[src/rtl/csa_acc_pkg.sv]
// Shared types and size helpers for the carry-save stream accumulator.
// Holds the controller state encoding and the chunk-count / chunk-index-width helpers.
package csa_acc_pkg;

    typedef enum logic [1:0] {
        ACCUM   = 2'd0,
        RESOLVE = 2'd1,
        OUTPUT  = 2'd2
    } state_t;

    function automatic int num_chunks(input int acc_w, input int chunk);
        return acc_w / chunk;
    endfunction

    // A single-chunk resolve still needs a 1-bit counter.
    function automatic int chunk_idx_w(input int acc_w, input int chunk);
        int nc;
        nc = acc_w / chunk;
        return (nc > 1) ? $clog2(nc) : 1;
    endfunction

endpackage

[src/rtl/csa_chunk_adder.sv]
// Purely combinational CHUNK-bit adder with carry in and out.
// Zero latency; no handshake, used for one resolve slice per cycle.
module csa_chunk_adder #(
    parameter int CHUNK = 2
) (
    input  logic [CHUNK-1:0] i_a,
    input  logic [CHUNK-1:0] i_b,
    input  logic             i_ci,
    output logic [CHUNK-1:0] o_sum,
    output logic             o_co
);

    assign {o_co, o_sum} = {1'b0, i_a} + {1'b0, i_b} + {{CHUNK{1'b0}}, i_ci};

endmodule

[src/rtl/csa_stream_accumulator.sv]
// Carry-save packet accumulator: one 3:2 compression per accepted operand, then a chunked
// carry-propagate resolve (ACC_W/CHUNK cycles + 1 commit cycle) and a held valid/ready result.
// Backpressure: in_ready only in ACCUM; result held until out_ready. CSA_OVF_DETECT_EN adds out_ovf.
module csa_stream_accumulator
    import csa_acc_pkg::*;
#(
    parameter int N     = 4,
    parameter int ACC_W = 8,
    parameter int CHUNK = 2
) (
    input  logic             clk,
    input  logic             rst,
    input  logic             in_valid,
    output logic             in_ready,
    input  logic [N-1:0]     in_data,
    input  logic             in_last,
    output logic             out_valid,
    input  logic             out_ready,
`ifdef CSA_OVF_DETECT_EN
    output logic             out_ovf,
`endif
    output logic [ACC_W-1:0] out_sum
);

    localparam int NC    = num_chunks(ACC_W, CHUNK);
    localparam int IDX_W = chunk_idx_w(ACC_W, CHUNK);
    localparam logic [IDX_W-1:0] LAST_K = IDX_W'(NC - 1);

    generate
        if (ACC_W % CHUNK != 0) begin : g_bad_chunk
            $error("csa_stream_accumulator: ACC_W must be a multiple of CHUNK");
        end
        if (ACC_W < N) begin : g_bad_width
            $error("csa_stream_accumulator: ACC_W must be >= N");
        end
    endgenerate

    state_t             r_state;
    logic [ACC_W-1:0]   r_s;
    logic [ACC_W-1:0]   r_c;
    logic [ACC_W-1:0]   r_res;
    logic [IDX_W-1:0]   r_k;
    logic               r_ci;
    logic               r_commit;
    logic               r_in_ready;
    logic               r_out_valid;
    logic [ACC_W-1:0]   r_out_sum;

    logic [ACC_W-1:0]   w_x;
    logic [ACC_W-1:0]   w_maj;
    logic [CHUNK-1:0]   w_s_chunk;
    logic [CHUNK-1:0]   w_c_chunk;
    logic [CHUNK-1:0]   w_chunk_sum;
    logic               w_co;
    logic               w_accept;
    logic               w_out_hs;
    logic               w_final_chunk;

    assign w_x           = ACC_W'(in_data);
    assign w_maj         = (r_s & r_c) | (r_c & w_x) | (w_x & r_s);
    assign w_s_chunk     = r_s[r_k*CHUNK +: CHUNK];
    assign w_c_chunk     = r_c[r_k*CHUNK +: CHUNK];
    assign w_accept      = in_valid & r_in_ready;
    assign w_out_hs      = r_out_valid & out_ready;
    assign w_final_chunk = (r_state == RESOLVE) && !r_commit && (r_k == LAST_K);

    csa_chunk_adder #(.CHUNK(CHUNK)) u_chunk_adder (
        .i_a   (w_s_chunk),
        .i_b   (w_c_chunk),
        .i_ci  (r_ci),
        .o_sum (w_chunk_sum),
        .o_co  (w_co)
    );

    always_ff @(posedge clk or posedge rst) begin
        if (rst) begin
            r_state     <= ACCUM;
            r_s         <= '0;
            r_c         <= '0;
            r_res       <= '0;
            r_k         <= '0;
            r_ci        <= 1'b0;
            r_commit    <= 1'b0;
            r_in_ready  <= 1'b1;
            r_out_valid <= 1'b0;
            r_out_sum   <= '0;
        end else begin
            case (r_state)
                ACCUM: begin
                    if (w_accept) begin
                        r_s <= r_s ^ r_c ^ w_x;
                        r_c <= w_maj << 1;
                        if (in_last) begin
                            r_state    <= RESOLVE;
                            r_in_ready <= 1'b0;
                            r_k        <= '0;
                            r_ci       <= 1'b0;
                            r_commit   <= 1'b0;
                        end
                    end
                end
                RESOLVE: begin
                    // Chunks resolve LSB first; one extra commit cycle registers the result.
                    if (!r_commit) begin
                        r_res[r_k*CHUNK +: CHUNK] <= w_chunk_sum;
                        r_ci <= w_co;
                        if (r_k == LAST_K) begin
                            r_commit <= 1'b1;
                        end else begin
                            r_k <= r_k + 1'b1;
                        end
                    end else begin
                        r_commit    <= 1'b0;
                        r_out_sum   <= r_res;
                        r_out_valid <= 1'b1;
                        r_state     <= OUTPUT;
                    end
                end
                OUTPUT: begin
                    if (w_out_hs) begin
                        r_out_valid <= 1'b0;
                        r_s         <= '0;
                        r_c         <= '0;
                        r_in_ready  <= 1'b1;
                        r_state     <= ACCUM;
                    end
                end
                default: begin
                    r_state    <= ACCUM;
                    r_in_ready <= 1'b1;
                end
            endcase
        end
    end

`ifdef CSA_OVF_DETECT_EN
    logic r_drop;
    logic r_out_ovf;

    // Unsigned operands: any weight lost off the top means the true total reached 2^ACC_W.
    always_ff @(posedge clk or posedge rst) begin
        if (rst) begin
            r_drop    <= 1'b0;
            r_out_ovf <= 1'b0;
        end else if ((r_state == ACCUM) && w_accept) begin
            r_drop <= r_drop | w_maj[ACC_W-1];
        end else if (w_final_chunk) begin
            r_drop <= r_drop | w_co;
        end else if ((r_state == RESOLVE) && r_commit) begin
            r_out_ovf <= r_drop;
        end else if ((r_state == OUTPUT) && w_out_hs) begin
            r_drop    <= 1'b0;
            r_out_ovf <= 1'b0;
        end
    end

    assign out_ovf = r_out_ovf;
`endif

    assign in_ready  = r_in_ready;
    assign out_valid = r_out_valid;
    assign out_sum   = r_out_sum;

endmodule

[config.mk]
export PLATFORM = sky130hd
export DESIGN_NAME = csa_stream_accumulator
export DESIGN_NICKNAME = d
export VERILOG_FILES = /design/src/rtl/csa_acc_pkg.sv /design/src/rtl/csa_chunk_adder.sv /design/src/rtl/csa_stream_accumulator.sv
export SDC_FILE = /design/constraint.sdc
export NUM_CORES = 1
export LEC_CHECK = 0
export BUFFER_PORTS_ARGS = -buffer_cell sky130_fd_sc_hd__buf_2
export CAP_MARGIN = 20
export CORE_MARGIN = 5
export CORE_UTILIZATION = 60
export CTS_BUF_LIST = sky130_fd_sc_hd__clkbuf_4 sky130_fd_sc_hd__clkbuf_8
export DETAILED_ROUTE_END_ITERATION = 8
export HOLD_SLACK_MARGIN = 0.15
export PLACE_DENSITY = 0.81
export SLEW_MARGIN = 20
export SYNTH_ARGS = -nofsm -noshare
export SYNTH_HDL_FRONTEND = slang
export SYNTH_SLANG_ARGS = --single-unit
[constraint.sdc]
create_clock -name clk -period 2.8 [get_ports clk]
set_clock_uncertainty 0.1 [all_clocks]
set_input_delay 0.42 -clock clk [delete_from_list [all_inputs] [get_ports clk]]
set_output_delay 0.42 -clock clk [all_outputs]
set_load 0.05 [all_outputs]
==> results_dict.tcl <==
set metrics [dict create \
    status "complete, no violations" \
    pwr-share-clk 0.362 \
    r2r-end "r_res[1]$_DFFE_PP0P_" \
    rr_startpoint "r_k[1]$_DFFE_PP0P_" \
    rsz0062_at_grt "no" \
    hold_depth 3 \
    synth-seq-cells 39 \
    min-delay-start "in_last" \
    async_reset_ff_frac 1.00 \
    wire_per_inst_um 16.8 \
    synth_top_area_cell "dfrtp_1" \
    grt_max_degree 40 \
    postSynthAreaPerCell_um2 13.0 \
    timing.setup.tns_ps 0 \
    synthXorXnorAreaFrac 0 \
    gr-total-overflow 0 \
    cp-end-kind "flip-flop" \
    power_frac_seq 0.614 \
    fmax_mhz 382 \
    min_to "in_ready$_DFFE_PP1P_" \
    stdcell_area_um2 2200 \
    fin_crit_ps 2620 \
    fill_cells 242 \
    setup_viol 0 \
    cp_top_family "adder cells" \
    cts.repair.resized 0 \
    ys.flop_type "dfrtp_1" \
    postCtsSetupBuffers 0 \
    firstDrtPassIters 4 \
    yosysMostFrequentCell "dfrtp_1" \
    startpoint_type "flip-flop" \
    r2r_slack_ps 180 \
    drt-total-wl_mm 3.75 \
    path_buf_inv 2 \
    cts_max_level 2 \
    die_y_um 67.8 \
    arrival_ps 2810 \
    powerDensity_nw_per_um2 416 \
    num_rows 21 \
    finalCritPeriodShare 0.934 \
    ys_seq_area_frac 0.487 \
    syn_to_final_growth_pct 9.92 \
    drive_gt1_frac 0.299 \
    synth_edf_count 0 \
    routabilityCongestion 0.932 \
    clk_path_buf_depth 2 \
    viasPerCell 5.86 \
    ant_nets 0 \
    syn_inst 154 \
    insertion_delay_ps 350 \
    synth.area.top_cells "dfrtp_1 (47%), mux2_2 (9.0%), a22o_1 (6.6%), ha_1 (6.2%), fa_1 (5.0%)" \
    final_hold_viol_count 0 \
    cts_sinks 39 \
    yosysWarnings 0 \
    yosys.area.top_type_share 0.474 \
    synth.distinct_cells 36 \
    num_antenna_cells 0 \
    hp-class "in2reg" \
    antenna_found_initial 0 \
    combPwrFrac 0.025 \
    slew_headroom 0.650 \
    p_switching_mw 0.190 \
    power_mw 0.917 \
    grt_pass1_wl_mm 6.58 \
    slew_violations 0 \
    synth_commonest_cells "dfrtp_1 (38), mux2_2 (16), a22o_1 (15), ha_1 (10), inv_1 (9)" \
    p_int_mw 0.727 \
    path_max_fanout 10 \
    die_w_um 67.8 \
    final_nets 200 \
    rr_worst_depth 8 \
    synthesis.nets 178 \
    leakage_nw 1.07 \
    dp_hpwl_mm 2.78 \
    worstPathCellList "buf_4 -> mux2i_1 -> o21ai_0 -> fa_1 -> inv_1 -> fa_1 -> nor4b_1 -> mux2_2" \
    synth_top_family_by_area "compound AO/OA/AOI/OAI gates" \
    cts-root-buf "clkbuf_4" \
    hold_buffers 1 \
    critPathMaxStageDelay_ps 470 \
    cts.reportedPaths.clkPinSlew_ps 110 \
    core_um2 3280 \
    numCtsBuffers 5 \
    cts_tree "done" \
    critical_path_class "reg2reg" \
    dp_cells 214 \
    syn_area_um2 2010 \
    synth-simple-area-share 0.0911 \
    postPlaceCellArea_um2 2120 \
    cp.required_ps 2990 \
    final_cells 223 \
    dieArea_um2 4600 \
    vias 1306 \
    synthAdderAreaFrac 0.112 \
    grtUsageTotal 0.200 \
    grt_pass1_vias 1351 \
    io_buffers 18 \
    p_sw_frac 0.207 \
    start_util 0.611 \
    drv_cap 0 \
    ir_drop_v 0.000240 \
    drt_iter0_markers 71 \
    drc 0 \
    cpMostUsedCell "fa_1" \
    synth-compound-area-share 0.137 \
    io_pins 19 \
    synthMuxAreaShare 0.129 \
    worst_pin_slew_ps 518 \
    worst_path_max_delay_cell "fa_1" \
]
-- cell type report --
type / instances / area [um^2] / share of cell area
clock buffer: 8 / 72.6 / 0.0329
inverter: 9 / 33.8 / 0.0153
multi-input combinational: 99 / 941 / 0.427
sequential: 39 / 977 / 0.443
tap: 46 / 57.6 / 0.0261
timing repair buffer: 22 / 123 / 0.0556
-- tightest hold or removal path, stage by stage --
cell and delay [ps]:
buf_2 90, a31oi_1 80, o22a_1 170
-- power by group through the flow --
stage	registers (mW)	clock network, mW	logic (mW)
after floorplan	0.574	0	0.00997
after global placement	0.574	0	0.0214
after detailed placement	0.574	0	0.0222
after CTS	0.563	0.338	0.0235
after global routing	0.563	0.362	0.0273
final	0.563	0.332	0.0225
-- stage by stage --
stage	setup WS, ps	hold slack (ps)	utilization
global route	15.8	337	0.671
floorplan	245	375	-
detailed placement	229	390	0.646
global placement	404	384	0.646
CTS	193	296	0.671
finish	184	305	0.671
-- kinds of logic after synthesis --
family | count (synthesis)
flip-flops | 39
AND/OR/NAND/NOR | 30
multiplexers | 20
adder cells (fa/ha/maj) | 15
AO/OA/AOI/OAI | 34
buffers and inverters | 16
-- layout by cell type, fill, tap and decap left out, drive strengths merged, types with 2 or more instances in the layout --
cell type | Yosys | layout
nor3 | 4 | 4
nor2 | 3 | 3
fa | 5 | 5
nor3b | 2 | 2
a41oi | 2 | 2
a22o | 15 | 15
nand2 | 9 | 9
buf | 7 | 21
ha | 10 | 10
mux2 | 16 | 16
mux4 | 3 | 3
or4 | 2 | 2
clkbuf | 0 | 8
inv | 9 | 9
nand3 | 4 | 4
o21ai | 4 | 4
a21oi | 6 | 6
dfrtp | 38 | 38
-- how the worst max path moves through the flow --
stage,slack [ps],start,to,cells past startpoint
finish,180,r_k[1]$_DFFE_PP0P_,r_res[1]$_DFFE_PP0P_,8
global route,20,r_k[0]$_DFFE_PP0P_,r_res[1]$_DFFE_PP0P_,8
CTS,190,r_k[1]$_DFFE_PP0P_,r_res[1]$_DFFE_PP0P_,8
detailed placement,230,r_k[1]$_DFFE_PP0P_,r_res[1]$_DFFE_PP0P_,8
global placement,400,r_s[2]$_DFFE_PP0P_,r_res[1]$_DFFE_PP0P_,6
floorplan,240,r_k[1]$_DFFE_PP0P_,r_res[1]$_DFFE_PP0P_,7
-- sequential cells by signal, indices dropped and copies added (netlist names) --
register and cells:
out_sum 8, out_valid 1, r_s 8, in_ready 1, r_commit 1, r_ci 1
r_res 8, r_state 2, r_c 7, r_k 2
-- routing by layer --
metal	share of wire	GRT usage	wire length [um]	vias to the layer above
li1	-	-	-	615
met3	0.037	0.0443	139	11
met5	0	0	0	-
met1	0.43	0.248	1600	654
met4	0.025	0.104	92	0
met2	0.51	0.327	1920	26
Note: power is estimated with default switching activity, not from simulation.
